**config.mk**
```make
export PLATFORM = sky130hd
export DESIGN_NAME = spi_fsm
export DESIGN_NICKNAME = d
export VERILOG_FILES = /design/src/rtl/spi_pkg.sv /design/src/rtl/spi_bit_counter.sv /design/src/rtl/spi_fsm.sv
export SDC_FILE = /design/constraint.sdc
export NUM_CORES = 1
export LEC_CHECK = 0
export ABC_AREA = 1
export BUFFER_PORTS_ARGS = -buffer_cell sky130_fd_sc_hd__buf_4
export CAP_MARGIN = 20
export CORE_AREA = 3 3 40 42
export CTS_CLUSTER_SIZE = 30
export DETAILED_ROUTE_END_ITERATION = 12
export DIE_AREA = 0 0 43 45
export GPL_TIMING_DRIVEN = 0
export MAX_ROUTING_LAYER = met4
export PLACE_DENSITY = 0.71
export SETUP_SLACK_MARGIN = 0.2
export SYNTH_ARGS = -nofsm -noshare
export SYNTH_HDL_FRONTEND = slang
export SYNTH_SLANG_ARGS = --single-unit
```
**constraint.sdc**
```tcl
create_clock -name clk -period 1.4 [get_ports clk]
set_input_delay 0.28 -clock clk [delete_from_list [all_inputs] [get_ports clk]]
set_output_delay 0.28 -clock clk [all_outputs]
set_load 0.1 [all_outputs]
```
**src/rtl/spi_pkg.sv**
```systemverilog
// spi_pkg: shared state encoding and constants for the SPI slave controller
package spi_pkg;
   localparam int DEF_WIDTH = 8;
   localparam logic RW_READ = 1'b1;
   typedef enum logic [2:0] {
      IDLE, GET_ADDR, GOT_ADDR, READ_LOAD, READ_SHIFT, WRITE_GET, WRITE_COMMIT, DONE
   } state_t;
endpackage

```
**src/rtl/spi_bit_counter.sv**
```systemverilog
// spi_bit_counter: saturating bit counter, flags the increment that completes a byte
module spi_bit_counter #(
   parameter int WIDTH = 8,
   parameter int CNTW = 4
) (
   input  logic clk,
   input  logic reset_n,
   input  logic i_clr,
   input  logic i_inc,
   output logic o_done
);
   localparam logic [CNTW-1:0] FULL = CNTW'(WIDTH);
   localparam logic [CNTW-1:0] LAST = CNTW'(WIDTH - 1);
   logic [CNTW-1:0] r_cnt;
   assign o_done = i_inc && (r_cnt == LAST);
   // count enabled edges, hold at WIDTH, clear on request or reset
   always_ff @(posedge clk) begin
      if (!reset_n || i_clr) r_cnt <= '0;
      else if (i_inc && r_cnt != FULL) r_cnt <= r_cnt + 1'b1;
   end
endmodule

```
**src/rtl/spi_fsm.sv**
```systemverilog
// spi_fsm: SPI slave transaction sequencer driving address latch, load, write and MISO enable
module spi_fsm
   import spi_pkg::*;
#(
   parameter int WIDTH = DEF_WIDTH,
   parameter int CNTW = 4
) (
   input  logic clk,
   input  logic reset_n,
   input  logic sclkPosEdge,
   input  logic sclkNegEdge,
   input  logic csN,
   input  logic rwBit,
   output logic addrWE,
   output logic srLoad,
   output logic dmWE,
   output logic misoBufe,
   output logic busy
);
   state_t r_state, w_next;
   logic w_inc, w_clr, w_done, w_cnt_st;
   logic r_addr_we, r_sr_load, r_dm_we, r_miso, r_busy;
   assign w_cnt_st = (r_state == GET_ADDR) || (r_state == WRITE_GET) || (r_state == READ_SHIFT);
   assign w_inc = (r_state == READ_SHIFT) ? sclkNegEdge : (w_cnt_st && sclkPosEdge);
   assign w_clr = csN || w_done || !w_cnt_st;
   spi_bit_counter #(.WIDTH(WIDTH), .CNTW(CNTW)) u_cnt (
      .clk(clk), .reset_n(reset_n), .i_clr(w_clr), .i_inc(w_inc), .o_done(w_done)
   );
   // next-state decode; chip select release overrides every state
   always_comb begin
      w_next = r_state;
      case (r_state)
         IDLE:         w_next = csN ? IDLE : GET_ADDR;
         GET_ADDR:     w_next = w_done ? GOT_ADDR : GET_ADDR;
         GOT_ADDR:     w_next = (rwBit == RW_READ) ? READ_LOAD : WRITE_GET;
         READ_LOAD:    w_next = READ_SHIFT;
         READ_SHIFT:   w_next = w_done ? DONE : READ_SHIFT;
         WRITE_GET:    w_next = w_done ? WRITE_COMMIT : WRITE_GET;
         WRITE_COMMIT: w_next = DONE;
         default:      w_next = DONE;
      endcase
      if (csN) w_next = IDLE;
   end
   // state register; outputs registered from the next state so they align with it
   always_ff @(posedge clk) begin
      if (!reset_n) begin
         r_state   <= IDLE;
         r_addr_we <= 1'b0;
         r_sr_load <= 1'b0;
         r_dm_we   <= 1'b0;
         r_miso    <= 1'b0;
         r_busy    <= 1'b0;
      end else begin
         r_state   <= w_next;
         r_addr_we <= w_next == GOT_ADDR;
         r_sr_load <= w_next == READ_LOAD;
         r_dm_we   <= w_next == WRITE_COMMIT;
         r_miso    <= w_next == READ_SHIFT;
         r_busy    <= w_next != IDLE;
      end
   end
   assign addrWE   = r_addr_we;
   assign srLoad   = r_sr_load;
   assign dmWE     = r_dm_we;
   assign misoBufe = r_miso;
   assign busy     = r_busy;
endmodule

```
== Yosys cells after proc, flatten, opt, wreduce, memory -nomap -nowiden ==
Cells that the tools add are included.

* Add/subtract/negate cells: 1
* Eq/ne operators: 11
* Mux-type cells: 7
* Reduce and logical (&&, ||, !) cells: 12

{| class="wikitable"
|+ Operators by type and width
! kind !! number
|-
| $pmux 3 s6 || 1
|-
| $eq 3x2->1 const B || 4
|-
| $eq 3x3->1 const B || 4
|-
| $mux 2 || 3
|-
| $mux 3 || 2
|-
| $logic_or 1x1->1 || 5
|-
| $add 4x1->4 const B || 1
|-
| $eq 4x3->1 const B || 1
|-
| $ne 4x4->1 const B || 1
|-
| $eq 3x1->1 const B || 1
|-
| $logic_and 1x1->1 || 3
|-
| $logic_not 3->1 || 1
|-
| $reduce_bool 3->1 || 1
|-
| $logic_not 1->1 || 2
|-
| $mux 1 || 1
|}

* Flip-flop bits (word level): 12
* Output and inout port bits: 5
* Word-level logic and storage cells: 38

== Longest topological paths before layout ==
Gate-level depths: netlist (run 1).

* Word-level depth: 10
* Gate-level depth with buffers: 10
* Depth with buffers taken out: 10

== Modules after synthesis ==
Synthesis (run 1) repeated with hierarchy kept, for this count alone.

* Cells, all modules: 82
* Area total of the unflattened synthesis: 570.5 um^2

{| class="wikitable"
|+ By module, submodules not included
! module !! instances !! cells each !! area an instance (um^2) !! seq. area each (um^2)
|-
| spi_fsm || 1 || 49 || 350.3 || 160.2
|-
| spi_bit_counter || 1 || 33 || 220.2 || 80.1
|}

== Worst setup path before layout (run 1) ==
No wires, ideal clock.

* Path type: reg2reg
* Start point: register u_cnt.r_cnt[0]
* End point: register r_state[0]
* Library setup time: 0.116 ns
* Arrival time: 1.076 ns
* Path slack: 0.208 ns
* Cell stages (with the launch flop): 9
* Path buffers: 0
* Cell sequence: dfxtp_1 -> ha_1 -> inv_1 -> nor3_4 -> nand2_4 -> a21oi_2 -> nand2_2 -> nand2_2 -> nor2_1

* Word-level cells in the longest chain between the ends: 5
* Elaborated cells on any way between the ends: 7
* Classes of those cells: eq/ne (1); mux (5); reduce/logical (1)

{| class="wikitable"
|+ RTL lines
! what !! RTL line !! text
|-
| start: declaration || spi_bit_counter.sv:14 || <nowiki>logic [CNTW-1:0] r_cnt;</nowiki>
|-
| start signal: assignment || spi_bit_counter.sv:19 || <nowiki>else if (i_inc && r_cnt != FULL) r_cnt <= r_cnt + 1'b1;</nowiki>
|-
| $eq 4x3->1 (*) || spi_bit_counter.sv:15 || <nowiki>assign o_done = i_inc && (r_cnt == LAST);</nowiki>
|-
| $logic_and 1x1->1 (*) || spi_bit_counter.sv:15 ||
|-
| $mux 2, on equally long branches || spi_fsm.sv:34, spi_fsm.sv:38, spi_fsm.sv:37 ||
|-
| $pmux 3 s6 (*) || spi_fsm.sv:32 || <nowiki>case (r_state)</nowiki>
|-
| $mux 3 (*) || spi_fsm.sv:42 || <nowiki>if (csN) w_next = IDLE;</nowiki>
|-
| end signal: assignment || spi_fsm.sv:54 || <nowiki>r_state <= w_next;</nowiki>
|-
| end: declaration || spi_fsm.sv:20 || <nowiki>state_t r_state, w_next;</nowiki>
|}

Mark *: on every way between the ends. The rest lies on a longest branch, timed or not.
A chain may end at the register's enable or synchronous reset.

== Worst setup path after layout (run 1) ==
* Start point: register u_cnt.r_cnt[0]
* End point: register r_sr_load (netlist: srLoad)

* Word-level cells in the longest chain between the ends: 6
* Elaborated cells on any way between the ends: 8
* Classes of those cells: eq/ne (2); mux (5); reduce/logical (1)

{| class="wikitable"
|+ RTL lines
! what !! RTL line !! text
|-
| $eq 4x3->1 (*) || spi_bit_counter.sv:15 ||
|-
| $logic_and 1x1->1 (*) || spi_bit_counter.sv:15 ||
|-
| $mux 2, on equally long branches || spi_fsm.sv:34, spi_fsm.sv:38, spi_fsm.sv:37 ||
|-
| $pmux 3 s6 (*) || spi_fsm.sv:32 ||
|-
| $mux 3 (*) || spi_fsm.sv:42 ||
|-
| $eq 3x2->1 (*) || spi_fsm.sv:56 || <nowiki>r_sr_load <= w_next == READ_LOAD;</nowiki>
|-
| end signal: assignment || spi_fsm.sv:49 || <nowiki>r_sr_load <= 1'b0;</nowiki>
|-
| end signal: assignment || spi_fsm.sv:56 ||
|-
| end: declaration || spi_fsm.sv:22 || <nowiki>logic r_addr_we, r_sr_load, r_dm_we, r_miso, r_busy;</nowiki>
|}

Marks and branches as above.

==> results.sh, run 1 <==
export IMPL_status="completed"
export IMPL_setup_viol=0
export IMPL_worstPathRequired_ns=1.55
export IMPL_grt_max_degree=8
export IMPL_ys_flop_type="dfxtp_1"
export IMPL_yosysTopAreaCell="dfxtp_1"
export IMPL_grt_usage_pct=13.0
export IMPL_area_growth_pct=30.0
export IMPL_insertion_delay_ns=0.26
export IMPL_die_h_um=45
export IMPL_place_ws_ns=0.0938
export IMPL_start_kind="flip-flop"
export IMPL_antenna_left=0
export IMPL_final_min_clock_period_ns=1.28
export IMPL_cap_viol_max_count=0
export IMPL_hold_viol=0
export IMPL_nets=101
export IMPL_grt_antenna_before_repair=0
export IMPL_rsz0062_at_grt="true"
export IMPL_drt_initial_drc_count=2
export IMPL_vias=515
export IMPL_crit_top_cell="nand2_2"
export IMPL_worst_slack_ns=0.117
export IMPL_synth_enable_flop_cells=0
export IMPL_power_density_nw_per_um2=866
export IMPL_path_buf_inv=1
export IMPL_cts_max_level=1
export IMPL_cts_root_buf="clkbuf_4"
export IMPL_cts_inserted_buffers=3
export IMPL_io_buffers=10
export IMPL_die_w_um=43
export IMPL_cp_cell_sequence="ha_2, inv_2, nor3_4, nand2_4, a21oi_2, nand2_2, nand2_2, nor2_1"
export IMPL_yosysTopAreaCellShare_pct=40.3
export IMPL_fin_setup_tns_ns=0
export IMPL_grt_pass1_vias=481
export IMPL_criticalPathCategory="reg -> reg"
export IMPL_num_fill_cells=118
export IMPL_cp_top_family="simple AND/OR/NAND/NOR gates"
export IMPL_fp_dieArea_um2=1940
export IMPL_relSlewSlack_pct=81.9
export IMPL_ys_types=20
export IMPL_wl_per_cell_um=10.8
export IMPL_dp_cells=100
export IMPL_ir_drop_v=0.000864
export IMPL_drc=0
export IMPL_max_stage_delay_ns=0.35
export IMPL_critPathSlowestCell="dfxtp_2"
export IMPL_cts_hold_fix_buffers=0
export IMPL_grt_pass1_wl_um=1860
export IMPL_fin_area_um2=774
export IMPL_async_reset_ff_share_pct=0
export IMPL_arrival_ns=1.44
export IMPL_period_share_pct=91.7
export IMPL_ys_seq_area_share_pct=40.3
export IMPL_grt_overflow_total=0
export IMPL_io_pins=11
export IMPL_clkSinkCount=12
export IMPL_final_cells=107
export IMPL_path_clk_slew_ns=0.08
export IMPL_worst_slew_pin_slew_ns=0.271
export IMPL_min_path_type="in -> reg"
export IMPL_synth_cells=75
export IMPL_dpl_hpwl_um=854
export IMPL_finalWirelength_um=1160
export IMPL_synth_top_cells_by_count="dfxtp_1, nand2_1, inv_1, nor2_1, nand3_1"
export IMPL_rows=13
export IMPL_synth_area_per_cell_um2=7.94
export IMPL_p_leak_uw=0.000321
export IMPL_finClkSkew_ns=0.00560
export IMPL_synth_nets=83
export IMPL_antenna_cells=0
export IMPL_crit_fanout=5
export IMPL_fmax_ghz=0.779
export IMPL_core_area_um2=1280
export IMPL_drt_pass1_iterations=3
export IMPL_vias_per_cell=4.81
export IMPL_synth_seq_cells=12
export IMPL_synthTopCellsByArea="dfxtp_1, nand2_1, inv_1, nor2_1, a21oi_2"
export IMPL_layout_drive_gt1_share_pct=44.6
export IMPL_ys_warnings_count=0
export IMPL_yosysMostFrequentCell="dfxtp_1"
export IMPL_synthesis_area_um2=596
export IMPL_dpl_cell_area_um2=689
export IMPL_report_final_slew_viol_count=0
export IMPL_place_gp_congestion=0.749
export IMPL_end_kind="flip-flop"
export IMPL_cts_tree="yes"
export IMPL_cts_path_max_buffers=2
export IMPL_start_util_pct=46.3
sequential cells by signal (all words and copies together), names as in the netlist:
signal / count
u_cnt.r_cnt: 4
r_state: 3
addrWE: 1
busy: 1
dmWE: 1
misoBufe: 1
srLoad: 1
report_power, final:
part / internal (uW) / total [uW] / switching (uW)
sequential: 345 / 346 / 1.96
combinational: 21.7 / 60.1 / 38.4
clock: 158 / 264 / 106
area by class of cell:
cell class	count	area [um2]	share of cell area, %
multi-input cells	51	332	42.8
flip-flops and latches	12	245	31.7
repair buffers	13	97.6	12.6
inverters	12	45.0	5.82
clock buffers	4	36.3	4.68
well taps	15	18.8	2.42
timing repair:
item                       CTS  global route
pin swaps                    2             1
resized for setup            5             6
setup buffers                1             2
setup endpoints to repair    7             9
cell usage in the layout, fill, tap and decap left out, drive strengths merged:
master  count
nand3       7
nand2      17
ha          2
nor2       11
a21oi       7
clkinv      1
dfxtp      12
buf        13
inv        11
o21ai       3
clkbuf      4
nor3        2
nor3b       1
a211oi      1
final timing paths:
kind | slack (ns) | startpoint | end | cells after the start
worst max-delay path | 0.12 | u_cnt.r_cnt[0]$_SDFFE_PP0P_ | srLoad$_SDFF_PN0_ | 8
worst min-delay path | 0.24 | csN | busy$_SDFF_PN0_ | 2
worst max register to register | 0.12 | u_cnt.r_cnt[0]$_SDFFE_PP0P_ | srLoad$_SDFF_PN0_ | 8
worst min register to register | 0.49 | u_cnt.r_cnt[0]$_SDFFE_PP0P_ | u_cnt.r_cnt[0]$_SDFFE_PP0P_ | 2
cell families (layout without fill, tap and decap cells):
kind of cell / Yosys count / in the layout / share of synthesized area (%)
simple gates: 38 / 38 / 35.5
flops: 12 / 12 / 40.3
buf+inv: 12 / 29 / 7.56
compound gates: 11 / 11 / 12.4
fa+ha+maj: 2 / 2 / 4.20
worst register-to-register path, cell delays in order, from the launching register on:
cell and delay [ns]:
dfxtp_2 0.35, ha_2 0.17, inv_2 0.05, nor3_4 0.15, nand2_4 0.11, a21oi_2 0.14, nand2_2 0.09, nand2_2 0.07
nor2_1 0.04
per-stage QoR:
stage / total power [uW] / hold WS (ns) / util [%]
final: 670 / 0.238 / 60.3
after global routing: 697 / 0.232 / 60.3
after CTS: 674 / 0.220 / 57.5
after detailed placement: 412 / 0.496 / 53.7
after global placement: 411 / 0.491 / 53.7
after floorplan: 393 / 0.375 / -
metal layers:
metal / vias to the layer above / share of wire [%] / global-route usage [%]
met2: 10 / 51 / 21.9
met4: 0 / 0.69 / 3.61
met5: - / 0 / -
li1: 273 / - / -
met1: 230 / 44 / 15.2
met3: 2 / 3.8 / 3.98
(Power assumes the default switching activity.)
==> run 2: changes to the inputs <==
==> constraint.sdc (replaced) <==
create_clock -name clk -period 1.4 [get_ports clk]
set_input_delay 0.35 -clock clk [delete_from_list [all_inputs] [get_ports clk]]
set_output_delay 0.35 -clock clk [all_outputs]
set_load 0.1 [all_outputs]
==> run 2 against run 1 <==
Net effect:
- critical path depth did not move
- combinational power is 7.8% higher
- clock power up 4%
- utilization up 8.8 points
- critical endpoint is now r_state[0]$_SDFF_PN0_
- global-route usage grew 1.9 points
- non-clock buffer count rose by 3
- sequential cell count did not move
- die area is the same
- clock skew shrank 0.0037 ns
- hold slack better by 0.035 ns
- routed wire length up 12%
==> results.sh, run 2 (synthesized netlist as in run 1, its figures left out) <==
export IMPL_status="completed"
export IMPL_worstRegToRegCells=8
export IMPL_rrSetupSlack_ns=0.17
export IMPL_r2r_end="r_state[0]$_SDFF_PN0_"
export IMPL_grt_pass1_wl_um=2110
export IMPL_nets=104
export IMPL_reg_top3="u_cnt.r_cnt x4, r_state x3"
export IMPL_grt_usage_pct=14.9
export IMPL_final_min_clock_period_ns=1.23
export IMPL_num_fill_cells=109
export IMPL_die_w_um=43
export IMPL_regArea_um2=251
export IMPL_antenna_left=0
export IMPL_drt_pass1_iterations=5
export IMPL_dr_wl_met2_um=744
export IMPL_cts_path_max_buffers=2
export IMPL_grt_max_degree=8
export IMPL_min_path_type="in -> reg"
export IMPL_start_util_pct=46.3
export IMPL_multi_input_area_um2=385
export IMPL_wl_met1_um=489
export IMPL_cts_root_buf="clkbuf_4"
export IMPL_vias=548
export IMPL_io_buffers=10
export IMPL_period_share_pct=87.6
export IMPL_finalWirelength_um=1290
export IMPL_min_delay_path_depth=2
export IMPL_wl_per_cell_um=11.8
export IMPL_timing_hold_ws_ns=0.273
export IMPL_top_layer="met3"
export IMPL_mostFrequentLayoutCells="nand2_1, buf_4, nor2_1, dfxtp_2, inv_1"
export IMPL_relSlewSlack_pct=82.4
export IMPL_power_density_nw_per_um2=773
export IMPL_cts_max_level=1
export IMPL_report_final_slew_viol_count=0
export IMPL_largest_register_ffs=4
export IMPL_insertion_delay_ns=0.27
export IMPL_finClkSkew_ns=0.00194
export IMPL_place_gp_congestion=0.816
export IMPL_arrival_ns=1.39
export IMPL_grt_pass1_vias=535
export IMPL_cts_inserted_buffers=3
export IMPL_grt_antenna_before_repair=0
export IMPL_largest_register="u_cnt.r_cnt"
export IMPL_rows=13
export IMPL_fin_setup_tns_ns=0
export IMPL_path_clk_slew_ns=0.08
export IMPL_clkSinkCount=12
export IMPL_setup_viol=0
export IMPL_drc=0
export IMPL_fin_total_pwr_uw=686
export IMPL_criticalPathCategory="reg -> reg"
export IMPL_dpl_hpwl_um=809
export IMPL_crit_fanout=5
export IMPL_layout_drive_gt1_share_pct=57.9
export IMPL_drt_initial_drc_count=2
export IMPL_holdPathEnd="busy$_SDFF_PN0_"
export IMPL_worst_slew_pin_slew_ns=0.263
export IMPL_worstPathRequired_ns=1.57
export IMPL_cts_tree="yes"
export IMPL_hold_viol=0
export IMPL_vias_per_cell=4.98
export IMPL_grt_overflow_total=0
export IMPL_cap_viol_max_count=0
export IMPL_core_area_um2=1280
export IMPL_end_kind="flip-flop"
export IMPL_r2r_start="u_cnt.r_cnt[1]$_SDFFE_PP0P_"
export IMPL_dr_wl_met3_um=59
export IMPL_p_leak_uw=0.000349
export IMPL_antenna_cells=0
export IMPL_die_h_um=45
export IMPL_start_kind="flip-flop"
export IMPL_area_growth_pct=48.9
export IMPL_hold_start="csN"
export IMPL_fp_dieArea_um2=1940
export IMPL_ir_drop_v=0.000671
export IMPL_fmax_ghz=0.815
export IMPL_io_pins=11
export IMPL_rsz0062_at_grt="true"
run 2: changes by cell type in the layout (fill, tap and decap cells not counted), moves of 2 or more:
cell / change
inv_4: +3
dfxtp_2: +5
ha_4: +2
buf_4: -2
dfxtp_1: -5
buf_6: +4
inv_1: -3
run 2: how the worst max path moves through the flow:
stage	endpoint	from	slack [ns]	depth (start not counted)
CTS	srLoad$_SDFF_PN0_	u_cnt.r_cnt[0]$_SDFFE_PP0P_	0.10	8
finish	r_state[0]$_SDFF_PN0_	u_cnt.r_cnt[1]$_SDFFE_PP0P_	0.17	8
detailed placement	r_state[0]$_SDFF_PN0_	u_cnt.r_cnt[0]$_SDFFE_PP0P_	0.09	8
global route	srLoad$_SDFF_PN0_	r_state[1]$_SDFF_PN0_	0.09	8
floorplan	srLoad$_SDFF_PN0_	u_cnt.r_cnt[0]$_SDFFE_PP0P_	0.21	8
global placement	srLoad$_SDFF_PN0_	u_cnt.r_cnt[0]$_SDFFE_PP0P_	0.10	8
run 2: report_power, final:
part | switching (uW) | total [uW] | internal, uW
sequential | 2.71 | 347 | 345
combinational | 41.5 | 64.8 | 23.3
clock | 116 | 274 | 158
run 2: worst max-delay path: stages (launching register included):
cell	delay, ns
dfxtp_2	0.36
ha_4	0.14
inv_4	0.04
nor3_4	0.14
nand2_4	0.09
a21oi_2	0.13
nand2_2	0.10
nand2_2	0.08
nor2_1	0.04
run 2: layout make-up:
cell class,count,area share (%)
multi-input cells,51,43.4
flip-flops and latches,12,28.3
repair buffers,16,16.1
inverters,12,5.92
clock buffers,4,4.09
well taps,15,2.12
run 2: through the flow:
stage	setup slack (ns)	cell area [um2]	util (%)	instances
global placement	0.101	696	54.1	100
finish	0.173	887	69.0	110
CTS	0.101	845	65.7	108
floorplan	0.208	602	-	75
detailed placement	0.0860	696	54.1	100
global route	0.0890	887	69.0	110
run 2: what timing repair did:
item	CTS	global route
setup endpoints to repair	12	11
resized for setup	22	10
pin swaps	6	5
hold buffers	0	0
setup buffers	4	2
run 2: metal layers:
metal	up-vias	global-route usage, %
met1	255	15.9
met5	-	-
li1	282	-
met2	11	27.8
met4	0	0
met3	0	5.98
==> run 3: changes to the inputs <==
--- a/config.mk
+++ b/config.mk
@@ -8,10 +8,10 @@
 export ABC_AREA = 1
 export BUFFER_PORTS_ARGS = -buffer_cell sky130_fd_sc_hd__buf_4
 export CAP_MARGIN = 20
-export CORE_AREA = 3 3 40 42
+export CORE_AREA = 2 2 39 41
 export CTS_CLUSTER_SIZE = 30
 export DETAILED_ROUTE_END_ITERATION = 12
-export DIE_AREA = 0 0 43 45
+export DIE_AREA = 0 0 41 43
 export GPL_TIMING_DRIVEN = 0
 export MAX_ROUTING_LAYER = met4
 export PLACE_DENSITY = 0.71
==> run 3 against run 2 <==
Net effect:
- design area down 3.5%
- sequential power about the same
- routed wire length down 6.4%
- sequential share of layout area up 1.0 points
- global-route usage up 1.7 points
- die area down 8.9%
- setup slack worse by 0.045 ns
- maximum frequency down 3.5%
- non-clock buffer count down 3
- first-iteration DRC count rose to 4.0 times the previous value
==> results.sh, run 3 (synthesized netlist as in run 1, its figures left out) <==
export IMPL_core_area_um2=1380
export IMPL_period_share_pct=90.9
export IMPL_wl_per_cell_um=11.2
export IMPL_worst_slew_pin_slew_ns=0.238
export IMPL_start_util_pct=43.0
export IMPL_relSlewSlack_pct=84.1
export IMPL_die_h_um=43
export IMPL_regArea_um2=251
export IMPL_nets=101
export IMPL_io_buffers=10
export IMPL_reg_top3="u_cnt.r_cnt x4, r_state x3"
export IMPL_busiest_layer="met2"
export IMPL_area_growth_pct=43.7
export IMPL_min_path_type="in -> reg"
export IMPL_cts_path_max_buffers=2
export IMPL_p_int_uw=525
export IMPL_use_met2_pct=25.9
export IMPL_power_density_nw_per_um2=798
export IMPL_start_kind="flip-flop"
export IMPL_vias=509
export IMPL_worstPathRequired_ns=1.56
export IMPL_grt_overflow_total=0
export IMPL_drc=0
export IMPL_cts_hold_fix_buffers=0
export IMPL_arrival_ns=1.43
export IMPL_path_clk_slew_ns=0.08
export IMPL_vias_per_cell=4.71
export IMPL_power_frac_comb_pct=9.6
export IMPL_mostFrequentLayoutCells="nor2_1, nand2_1, buf_4"
export IMPL_crit_fanout=5
export IMPL_fmax_ghz=0.786
export IMPL_grt_antenna_before_repair=0
export IMPL_end_kind="flip-flop"
export IMPL_cap_viol_max_count=0
export IMPL_grt_usage_pct=16.6
export IMPL_largest_register_ffs=4
export IMPL_p_sw_uw=158
export IMPL_criticalPathCategory="reg -> reg"
export IMPL_setup_viol=0
export IMPL_cts_tree="yes"
export IMPL_multi_input_area_um2=375
export IMPL_io_pins=11
export IMPL_swShare_pct=23.1
export IMPL_die_w_um=41
export IMPL_grt_max_degree=8
export IMPL_fin_setup_tns_ns=0
export IMPL_num_fill_cells=114
export IMPL_p_leak_uw=0.000339
export IMPL_grt_pass1_vias=467
export IMPL_finalWirelength_um=1210
export IMPL_drt_pass1_iterations=4
export IMPL_insertion_delay_ns=0.27
export IMPL_layout_drive_gt1_share_pct=54.3
export IMPL_antenna_cells=0
export IMPL_final_min_clock_period_ns=1.27
export IMPL_finClkSkew_ns=0.00606
export IMPL_hold_viol=0
export IMPL_place_gp_congestion=0.690
export IMPL_cts_root_buf="clkbuf_4"
export IMPL_rsz0062_at_grt="true"
export IMPL_status="completed"
export IMPL_rows=14
export IMPL_p_clk_share_pct=39.9
export IMPL_min_delay_path_depth=2
export IMPL_cts_max_level=1
export IMPL_largest_register="u_cnt.r_cnt"
export IMPL_final_common_cell="nor2_1"
export IMPL_use_met1_pct=18.4
export IMPL_worstRegToRegCells=8
export IMPL_antenna_left=0
export IMPL_clkSinkCount=12
export IMPL_cts_inserted_buffers=3
export IMPL_use_met3_pct=4.71
export IMPL_drt_initial_drc_count=8
export IMPL_report_final_slew_viol_count=0
export IMPL_fp_dieArea_um2=1760
export IMPL_dpl_hpwl_um=797
export IMPL_grt_pass1_wl_um=1900
export IMPL_ir_drop_v=0.000578
export IMPL_pwr_share_seq_pct=50.5
export IMPL_fin_total_pwr_uw=683
-- run 3: cell count changes in the layout (fill, tap and decap cells not counted), sizes merged --
cell  before  now
buf       16   13
-- run 3: worst max-delay path, stage by stage (launching register included) --
cell and delay [ns]:
dfxtp_4 0.36, ha_4 0.14, inv_4 0.04, nor3_4 0.16, nand2_4 0.11, a21oi_4 0.16, nand2_4 0.08, nand2_2 0.06
nor2_1 0.05
-- run 3: routing by layer --
| metal | vias to the layer above | part of all wire, % |
|---|---|---|
| li1 | 274 | - |
| met1 | 226 | 40 |
| met2 | 7 | 56 |
| met3 | 2 | 3.0 |
| met4 | 0 | 0.83 |
| met5 | - | 0 |
-- run 3: worst paths after layout --
check | startpoint | endpoint | slack, ns
worst min register to register | u_cnt.r_cnt[3]$_SDFFE_PP0P_ | u_cnt.r_cnt[3]$_SDFFE_PP0P_ | 0.59
worst max-delay path | u_cnt.r_cnt[1]$_SDFFE_PP0P_ | r_state[0]$_SDFF_PN0_ | 0.13
worst max register to register | u_cnt.r_cnt[1]$_SDFFE_PP0P_ | r_state[0]$_SDFF_PN0_ | 0.13
worst min-delay path | csN | busy$_SDFF_PN0_ | 0.27
-- run 3: power groups by stage --
stage,clock [uW],combinational [uW],sequential (uW)
finish,273,65.5,345
global route,298,70.5,346
CTS,280,61.5,347
detailed placement,0,56.8,355
global placement,0,56.1,355
floorplan,0,26.9,366
-- run 3: final cells by class --
cell class	count	share of cell area [%]
Inverter	12	6.14
Clock buffer	4	4.24
Sequential cell	12	29.4
Multi-Input combinational cell	51	43.9
Tap cell	16	2.34
Timing Repair Buffer	13	14.0
-- run 3: repair_timing --
item	in CTS	in global routing
gates resized for setup	23	5
setup buffers	3	0
pin swaps	7	4
setup endpoints to repair	13	11
-- run 3: per-stage QoR --
stage / cell area (um2) / worst slack, ns / hold WS [ns] / util [%] / instances
3_5_place_dp: 697 / 0.0653 / 0.504 / 50.4 / 101
2_1_floorplan: 602 / 0.208 / 0.437 / - / 75
5_1_grt: 856 / 0.0756 / 0.255 / 61.8 / 108
3_3_place_gp: 697 / 0.0991 / 0.496 / 50.4 / 101
4_1_cts: 837 / 0.0914 / 0.266 / 60.5 / 108
6_report: 856 / 0.128 / 0.266 / 61.8 / 108
